## config.mk

```make
export PLATFORM = sky130hd
export DESIGN_NAME = servo_angle_sequencer
export DESIGN_NICKNAME = d
export VERILOG_FILES = /design/src/rtl/servo_angle_sequencer.sv
export SDC_FILE = /design/constraint.sdc
export NUM_CORES = 1
export LEC_CHECK = 0
export CAP_MARGIN = 5
export CORE_MARGIN = 1.5
export CORE_UTILIZATION = 55
export DETAILED_ROUTE_END_ITERATION = 8
export GPL_ROUTABILITY_DRIVEN = 1
export GPL_TIMING_DRIVEN = 0
export PLACE_DENSITY_LB_ADDON = 0.08
export REMOVE_ABC_BUFFERS = 1
export SYNTH_ARGS = -nofsm -noshare
export SYNTH_HDL_FRONTEND = slang
export SYNTH_SLANG_ARGS = --single-unit
```

## constraint.sdc

```tcl
create_clock -name clk -period 10.47 [get_ports clk]
set_input_delay 2.6175 -clock clk [delete_from_list [all_inputs] [get_ports clk]]
set_output_delay 2.6175 -clock clk [all_outputs]
set_load 0.05 [all_outputs]
```

## src/rtl/servo_angle_sequencer.sv

```systemverilog
// Frame-synchronous slew controller for a 4-channel servo PWM block.
// Targets arrive over valid/ready; current angles move at most STEP per frame and are presented once per frame with a load strobe.
module servo_angle_sequencer #(
    parameter int FRAME_CYCLES = 1000000,
    parameter int STEP         = 2,
    parameter int MAX_ANGLE    = 180,
    parameter int HOME_ANGLE   = 90
) (
    input  logic       clk,
    input  logic       reset,
    input  logic       cmd_valid,
    output logic       cmd_ready,
    input  logic [1:0] cmd_chan,
    input  logic [7:0] cmd_angle,
    output logic [7:0] angle1,
    output logic [7:0] angle2,
    output logic [7:0] angle3,
    output logic [7:0] angle4,
    output logic       nextangle,
    output logic [3:0] at_target,
    output logic       frame_tick
);

    localparam int              FC_W    = $clog2(FRAME_CYCLES);
    localparam logic [FC_W-1:0] FC_LAST = FC_W'(FRAME_CYCLES - 1);
    localparam logic [7:0]      HOME    = 8'(HOME_ANGLE);
    localparam logic [7:0]      MAXA    = 8'(MAX_ANGLE);
    localparam logic [8:0]      STEP9   = 9'(STEP);
    localparam logic [7:0]      STEP8   = 8'(STEP);

    typedef enum logic [2:0] {
        S_IDLE,
        S_UPD0,
        S_UPD1,
        S_UPD2,
        S_UPD3,
        S_LOAD
    } state_t;

    state_t          r_state;
    logic [FC_W-1:0] r_fcnt;
    logic            r_cmd_ready;
    logic            r_nextangle;
    logic            r_frame_tick;
    logic [7:0]      r_angle [4];
    logic [7:0]      r_tgt   [4];
    logic [7:0]      r_cur   [4];

    logic            w_tick;
    logic            w_accept;
    logic [7:0]      w_cmd_angle;
    logic [1:0]      w_upd_ch;
    logic [7:0]      w_slew;
    logic [3:0]      w_at_target;

    function automatic logic [7:0] clamp_angle(input logic [7:0] a);
        return (a > MAXA) ? MAXA : a;
    endfunction

    // Distance is taken at 9 bits so the comparison against STEP never wraps.
    function automatic logic [7:0] slew(input logic [7:0] cur, input logic [7:0] tgt);
        logic [8:0] d;
        if (tgt >= cur) d = {1'b0, tgt} - {1'b0, cur};
        else            d = {1'b0, cur} - {1'b0, tgt};
        if (d <= STEP9)     return tgt;
        else if (tgt > cur) return cur + STEP8;
        else                return cur - STEP8;
    endfunction

    assign w_tick      = (r_fcnt == FC_LAST);
    assign w_accept    = cmd_valid && r_cmd_ready;
    assign w_cmd_angle = clamp_angle(cmd_angle);

    always_comb begin
        w_upd_ch = 2'd0;
        case (r_state)
            S_UPD1:  w_upd_ch = 2'd1;
            S_UPD2:  w_upd_ch = 2'd2;
            S_UPD3:  w_upd_ch = 2'd3;
            default: w_upd_ch = 2'd0;
        endcase
    end

    assign w_slew = slew(r_cur[w_upd_ch], r_tgt[w_upd_ch]);

    always_comb begin
        w_at_target = 4'h0;
        for (int i = 0; i < 4; i++) begin
            w_at_target[i] = (r_cur[i] == r_tgt[i]);
        end
    end

    always_ff @(posedge clk) begin
        if (reset) begin
            r_state      <= S_IDLE;
            r_fcnt       <= '0;
            r_cmd_ready  <= 1'b0;
            r_nextangle  <= 1'b0;
            r_frame_tick <= 1'b0;
            for (int i = 0; i < 4; i++) begin
                r_angle[i] <= HOME;
                r_tgt[i]   <= HOME;
                r_cur[i]   <= HOME;
            end
        end else begin
            r_fcnt       <= w_tick ? '0 : r_fcnt + 1'b1;
            r_frame_tick <= w_tick;
            r_nextangle  <= 1'b0;
            if (w_accept) begin
                r_tgt[cmd_chan] <= w_cmd_angle;
            end
            case (r_state)
                S_IDLE: begin
                    if (w_tick) begin
                        r_state     <= S_UPD0;
                        r_cmd_ready <= 1'b0;
                    end else begin
                        r_cmd_ready <= 1'b1;
                    end
                end
                S_UPD0, S_UPD1, S_UPD2: begin
                    r_cur[w_upd_ch] <= w_slew;
                    r_state         <= state_t'(r_state + 3'd1);
                end
                // Channel 3's fresh value is forwarded so all four outputs change on the strobe edge.
                S_UPD3: begin
                    r_cur[3]    <= w_slew;
                    r_angle[0]  <= r_cur[0];
                    r_angle[1]  <= r_cur[1];
                    r_angle[2]  <= r_cur[2];
                    r_angle[3]  <= w_slew;
                    r_nextangle <= 1'b1;
                    r_state     <= S_LOAD;
                end
                S_LOAD: begin
                    r_state     <= S_IDLE;
                    r_cmd_ready <= 1'b1;
                end
                default: begin
                    r_state     <= S_IDLE;
                    r_cmd_ready <= 1'b0;
                end
            endcase
        end
    end

    assign cmd_ready  = r_cmd_ready;
    assign angle1     = r_angle[0];
    assign angle2     = r_angle[1];
    assign angle3     = r_angle[2];
    assign angle4     = r_angle[3];
    assign nextangle  = r_nextangle;
    assign at_target  = w_at_target;
    assign frame_tick = r_frame_tick;

endmodule

```

-- After elaboration in Yosys (flattened, before gate mapping)
Memories as Yosys holds them, arrays and structs flattened.
Index checks and enable logic that the tools add are counted.
- bits in registers: 26
- memory bits (writable): 96
- bits of input ports: 13
- output and inout bits: 39
- memories: 3
- add/sub/neg operators: 6
- magnitude comparators: 4
- eq/ne operators: 11
- muxes and demuxes: 31
- bitwise operators: 5
- reduce and logical (&&, ||, !) cells: 7
- memory list (memory ; words ; bits a word ; read ports ; clocked after memory_dff ; wr ports ; RTL line ; source):
    r_angle ; 4 ; 8 ; 4 ; 0 ; 4 ; 45 ; logic [7:0] r_angle [4];
    r_cur ; 4 ; 8 ; 5 ; 0 ; 4 ; 47 ; logic [7:0] r_cur [4];
    r_tgt ; 4 ; 8 ; 5 ; 0 ; 4 ; 46 ; logic [7:0] r_tgt [4];
- operators by type and width (cell ; number):
    $mux 8 ; 10
    $eq 8x8->1 ; 4
    $add 20x1->20 const B ; 1
    $eq 20x20->1 const B ; 1
    $sub 8x8->9 ; 2
    $reduce_or 8->1 ; 2
    $mux 1 ; 14
    $le 9x2->1 const B ; 1
    $mux 9 ; 1
    $pmux 3 s3 ; 1
    $add 8x2->8 const B ; 1
    $ge 8x8->1 ; 1
    $gt 8x8->1 ; 1
    $gt 8x8->1 const B ; 1
    $sub 8x2->8 const B ; 1
    $eq 3x2->1 const B ; 2
    $eq 3x3->1 const B ; 2
    $pmux 2 s3 ; 1
    $or 1x1->1 ; 5
    $mux 2 ; 2
    $reduce_or 4->1 ; 1
    $add 3x1->3 const B ; 1
    $eq 3x1->1 const B ; 1
    $logic_not 3->1 ; 1
    other kinds (6) ; 6

-- Logic depth before layout (Yosys ltp)
Gate-level depths: netlist of the first run.
An unclocked memory read counts as a cell.
- depth after elaboration: 8
- depth in mapped cells: 22
- gate-level depth less buffers: 20

-- Least setup slack after synthesis of the first run
OpenSTA, ideal clock, no wires.
- path kind: reg2reg
- start: reg r_state[0]
- end: mem r_cur[0][7] (data pin)
- data arrival time: 4.678 ns
- required time: 10.211 ns
- setup slack: 5.533 ns
- stages on the path, launching flop included: 21
- path buffers: 3
- clock period less this slack: 4.937 ns
- path through: dfxtp_1 inv_1 ha_1 mux2i_2 clkbuf_1 buf_1 mux4_2 ha_1 buf_2 nand3_1 nor3_1 a21oi_1 a41o_1 fa_1 a21o_1 a21oi_1 o21bai_1 a21oi_1 xor3_1 nand2_1 mux2i_1
- RTL lines (element ; RTL line ; source):
    start: declaration ; 40 ; state_t r_state;
    start signal: assignment ; 123 ; r_state <= state_t'(r_state + 3'd1);
    end: declaration ; 47 ;

==> out/results.tsv, run 1 <==
metric	value	unit
CTS resizes	0	
core box area	12600	um2
clk_skew	0.00516	ns
Rel. slew slack	30.8	%
Hold Crit Class	flip-flop to flip-flop	
post-synthesis sequential area ratio	48.4	%
Critical Path Source Type	flip-flop	
# DRC	0	
port buffer count	51	
synth-to-layout area growth	17.7	%
initial antenna violation count	0	
Min-Delay Endpoint	r_fcnt[0]	
fin crit share	54.8	%
global-route wire length before repair	25400	um
Worst Max-Slew Pin Slew	1.03	ns
latest clock arrival within the worst-skew pair	0.42	ns
final layout net count	737	
Root Buffer Master	clkbuf_16	
Slew Viols, Final	0	
Max Cap Viol	0	
initial DRC count	435	
# H-tree levels	4	
Synth warnings	0	
status	finished, final reports clean	
R2R setup slack	4.73	ns
# setup viols final	0	
CP Max Fanout	26	
ANT nets after route	0	
initial core utilization	56.0	%
Hold Path Origin	r_fcnt[0]	
post-CTS setup buffers	0	
crit path kind	flip-flop to flip-flop	
hold path cells	1	
async set or reset register ratio after synthesis	0	%
# clock sinks	122	
TritonCTS clock tree	done	
Die Wd	116	um
vias in the first global route	4800	
Filler cells	976	
drt via density	5.74	
Post-synth EDFFs	96	
Die Ht	116	um
unrepaired setup endpoints after global routing	false	
die area	13500	um2
Register-to-Register Path Depth	19	
maximum buffer depth of the clock tree	2	
CTS buffer count	17	
final worst path period need	5.74	ns
Leakage	2.89	nW
Seq cells post-synth	122	
Hold Buf Count CTS	0	
post-route setup TNS	0	ns
share of cells above drive strength 1	9.77	%
crit path DAT	5.91	ns
vias	5039	
num rows	41	
Post-Syn Instances	646	
worst path required time	10.64	ns
largest net degree at the start of global routing	33	
Synth Area per Inst	10.9	um2
Hold Fails Final Rpt	0	
r2r endpoint	r_angle[3][7]	
Routed Wire Length	16100	um
Post-synth top flop	edfxtp_1	
First-pass DRT Iterations	5	
Yosys cell types	56	
All-Layer GR Usage	25.6	%
clock transition at the registers of the reported paths	0.06	ns
final instance area	8280	um2
placed cell area	7710	um2
Netlist Area Pre-Place	7030	um2
VDD IR-drop max	0.165	mV
Ports	52	
crit path capture type	flip-flop	
grt ovf	0	
Pwr Density	162	nW/um2
Critical R2R Launch	r_state[0]	
ANT cells	0	
Routed WL per cell	18.3	um
placer congestion estimate	0.855	
highest clock rate	174	MHz
post-DP HPWL	12100	um
placed cells by master (no fill, tap or decap), types with 3 or more instances in the layout:
cell	Yosys	final
o41ai_1	4	4
a21o_1	3	3
edfxtp_1	96	96
inv_1	34	34
xor2_1	16	16
a31oi_1	3	3
o21ai_0	13	13
nand2_1	78	78
o21a_1	3	3
ha_1	28	28
a21oi_1	15	15
mux4_2	14	14
nand4_1	13	13
clkbuf_16	0	19
clkinv_2	0	5
o211ai_1	16	16
nor2_1	61	61
a211o_1	3	3
clkdlybuf4s50_1	0	51
or3_1	11	11
mux2i_1	30	29
nand2b_1	9	8
or2_2	5	5
dfxtp_1	26	26
xnor2_1	44	44
nand3_1	16	16
nor2b_1	7	7
and3_1	8	8
nor3_1	10	10
fa_1	3	3
and2_1	16	16
routing by layer:
| layer | vias up | wire, um | GRT usage (%) |
|---|---|---|---|
| li1 | 2403 | - | - |
| met1 | 2420 | 7360 | 35.3 |
| met2 | 191 | 7400 | 39.7 |
| met3 | 25 | 984 | 5.76 |
| met4 | 0 | 350 | 10.5 |
| met5 | - | 0 | 0 |
through the flow:
step / hold WS [ns] / utilization (%) / cells / power (mW) / worst slack [ns]
2_1_floorplan: 0.426 / - / 617 / 0.736 / 3.96
3_3_place_gp: 0.439 / 60.6 / 840 / 0.796 / 2.74
3_5_place_dp: 0.456 / 61.3 / 844 / 0.803 / 4.77
4_1_cts: 0.468 / 65.8 / 876 / 1.35 / 4.75
5_1_grt: 0.481 / 65.9 / 878 / 1.39 / 4.33
6_report: 0.464 / 65.9 / 878 / 1.34 / 4.73
worst max-delay path: stages (launching register included):
cell and delay (ns):
dfxtp_1 0.40, inv_1 0.11, ha_1 0.24, mux2i_4 0.74, mux2_2 0.41, o21ai_1 0.45
inv_1 0.10, ha_1 0.45, nand3_1 0.17, nor3_1 0.28, a21oi_1 0.11, a41o_1 0.34
fa_1 0.45, a21o_1 0.18, a21oi_1 0.22, o21bai_1 0.10, a21oi_1 0.19, xor3_1 0.34
nand2_1 0.11, mux2i_1 0.08
logic make-up after synthesis:
group                      after synthesis  synth area share, %
xor gates and xnor gates                61                 7.81
and+or+nand+nor                        243                 16.8
AOI/OAI and AO/OA                       77                 7.79
buffers and inverters                   64                 3.93
DFF                                    122                 48.4
muxes                                   48                 9.43
adders and majority gates               31                 5.83
synth_stat cells, types with 4 or more instances:
library cell   n  share of area (%)
dfxtp_1       26                7.4
buf_6          4               0.64
and2_1        16                1.4
edfxtp_1      96                 41
xnor2_1       44                5.5
o211ai_1      16                1.7
nor3_1        10               0.71
nor2b_1        7               0.62
o21ai_0       13               0.92
ha_1          28                5.0
mux4_2        14                4.5
a21oi_1       15                1.1
and3_1         8               0.71
xor2_1        16                2.0
nand2b_1       9               0.80
inv_1         34                1.8
mux2i_1       30                4.3
clkbuf_1      19                1.0
or2_2          5               0.44
nand2_1       78                4.2
nor2_1        61                3.3
or3_1         11               0.98
o41ai_1        4               0.50
buf_2          5               0.36
nand4_1       13                1.2
nand3_1       16                1.1
power breakdown:
group / total, mW / switching (mW) / internal [mW] / leakage [nW]
logic: 0.247 / 0.155 / 0.0918 / 1.58
registers: 0.550 / 0.0127 / 0.538 / 1.04
clock network: 0.545 / 0.211 / 0.334 / 0.278
total: 1.34 / 0.379 / 0.963 / 2.89
how the worst max path moves through the flow:
| stage | endpoint | from |
|---|---|---|
| 2_1_floorplan | r_cur[2][1] | r_state[0] |
| 3_3_place_gp | r_cur[2][1] | r_state[0] |
| 3_5_place_dp | r_cur[3][7] | r_state[0] |
| 4_1_cts | r_cur[3][7] | r_state[0] |
| 5_1_grt | r_angle[3][7] | r_state[0] |
| 6_report | r_angle[3][7] | r_state[0] |
layout make-up:
cell class | count | area, um2 | area share, %
multi-input cells | 460 | 3380 | 40.9
inverters | 35 | 131 | 1.59
clock inverters | 11 | 66.3 | 0.801
clock buffers | 21 | 493 | 5.96
flip-flops and latches | 122 | 3400 | 41.1
well taps | 172 | 215 | 2.60
repair buffers | 57 | 584 | 7.06
flip-flops by register name, summed over array words and instances (netlist names):
register / cells
r_angle: 32
r_tgt: 32
r_fcnt: 20
nextangle: 1
r_state: 3
frame_tick: 1
cmd_ready: 1
r_cur: 32
(Power assumes the default switching activity.)
==> run 2, diff against run 1 <==
- clock period: 10.47 -> 5.92 ns (I/O delays scaled with it)
==> run 2 against run 1 <==
Net effect:
- register-to-register slack worse by 4.3 ns
- clock-buffer cell count did not move
- utilization grew 0.11 points
- largest cell class unchanged
==> out/results.tsv, run 2 (synthesis gave the netlist of run 1 again) <==
metric	value	unit
placer congestion estimate	0.855	
Pint	1.70	mW
num rows	41	
crit path DAT	5.67	ns
All-Layer GR Usage	25.6	%
grt ovf	0	
# H-tree levels	4	
CP Max Fanout	13	
unrepaired setup endpoints after global routing	false	
post-CTS setup buffers	0	
share of cells above drive strength 1	9.90	%
routed wl met2	7520	um
global-route wire length before repair	25400	um
switching part of the total power	28.2	%
# setup viols final	0	
Max Cap Viol	0	
crit path max-delay cell type	mux2i_4	
worst path required time	6.09	ns
crit path cell chain	inv_1 > ha_1 > mux2i_4 > mux2_2 > o21ai_1 > inv_1 > ha_1 > nand3_1 > nor3_1 > a21oi_1 > a41o_1 > fa_1 > a21o_1 > a21oi_1 > o21bai_1 > a21oi_1 > xor3_1 > nand2_1 > mux2i_1	
cell mode on critical path	a21oi_1	
post-layout util	66.0	%
Die Ht	116	um
Rel. slew slack	28.5	%
latest clock arrival within the worst-skew pair	0.42	ns
Hold Buf Count CTS	0	
crit path capture type	flip-flop	
VDD IR-drop max	0.292	mV
# DRC	0	
die area	13500	um2
initial core utilization	56.0	%
maximum buffer depth of the clock tree	2	
Final Power	2.37	mW
Hold Crit Class	flip-flop to flip-flop	
power share of the clock group	40.5	%
# clock sinks	122	
DP Cell Count	844	
post-DP HPWL	12100	um
port buffer count	51	
TritonCTS clock tree	done	
First-pass DRT Iterations	4	
Leakage	2.90	nW
CTS buffer count	17	
ANT nets after route	0	
sw power	0.671	mW
clock transition at the registers of the reported paths	0.05	ns
synth-to-layout area growth	17.9	%
top sig layer	met4	
fin crit share	93.0	%
commonest cells after routing, fill and taps aside	96 x edfxtp_1, 78 x nand2_1, 61 x nor2_1	
final layout net count	738	
drt via density	5.76	
initial antenna violation count	0	
Pwr Density	286	nW/um2
M1 WL	7460	um
Routed Wire Length	16300	um
most common cell after layout, fill and taps aside	edfxtp_1	
CP peak stage delay	0.50	ns
largest registers	r_angle (32), r_cur (32), r_tgt (32)	
clk_skew	0.00683	ns
CTS resizes	0	
WHS	0.465	ns
Sequential Power Share	41.0	%
core box area	12600	um2
Worst Max-Slew Pin Slew	1.07	ns
Slew Viols, Final	0	
crit path kind	flip-flop to flip-flop	
setup slack after layout	0.414	ns
Hold Fails Final Rpt	0	
fin cells	879	
status	finished, final reports clean	
Ports	52	
vias	5063	
ANT cells	0	
Critical Path Source Type	flip-flop	
initial DRC count	458	
Root Buffer Master	clkbuf_16	
largest net degree at the start of global routing	33	
routed wl met3	953	um
vias in the first global route	4800	
final worst path period need	5.51	ns
highest clock rate	182	MHz
Die Wd	116	um
Routed WL per cell	18.5	um
DP Worst Slack	0.222	ns
Gate power share	18.5	%
## run 2: power by group through the flow
stage	Combinational, mW	Clock, mW	Sequential, mW
5_1_grt	0.474	1.01	0.976
3_5_place_dp	0.430	0	0.990
2_1_floorplan	0.302	0	0.999
4_1_cts	0.434	0.972	0.973
6_report	0.438	0.963	0.974
3_3_place_gp	0.418	0	0.990
## run 2: metal layers
layer,track usage [%],vias up
li1,-,2413
met1,35.3,2449
met2,39.7,178
met3,5.76,23
met4,10.5,0
met5,0,-
## run 2: critical path, delay by kind of cell, from the launching register on
| kind | cells | cell delay [ns] |
|---|---|---|
| AO/OA/AOI/OAI | 7 | 1.59 |
| adder cells (fa/ha/maj) | 3 | 1.18 |
| multiplexers | 3 | 0.98 |
| AND/OR/NAND/NOR | 3 | 0.56 |
| flip-flops | 1 | 0.40 |
| XOR/XNOR | 1 | 0.33 |
| buffers and inverters | 2 | 0.20 |
## run 2: stage by stage
| step | TNS, ns | area [um2] |
|---|---|---|
| after floorplan | -10.73 | 6890 |
| after global placement | -53.88 | 7610 |
| after detailed placement | 0 | 7710 |
| after CTS | 0 | 8270 |
| after global routing | 0 | 8290 |
| final | 0 | 8290 |
## run 2: cell type report
cell class | instances | area (um2)
Clock inverter | 11 | 66.3
Clock buffer | 21 | 493
Tap cell | 172 | 215
Inverter | 35 | 131
Multi-Input combinational cell | 461 | 3400
Sequential cell | 122 | 3400
Timing Repair Buffer | 57 | 584
Fill cell | 972 | 4280
## run 2: worst paths after layout
kind         depth (start not counted)            end  startpoint  slack (ns)
max reg2reg                         19  r_angle[3][7]  r_state[0]        0.41
min                                  1      r_fcnt[0]   r_fcnt[0]        0.46
max                                 19  r_angle[3][7]  r_state[0]        0.41
min reg2reg                          1      r_fcnt[0]   r_fcnt[0]        0.46
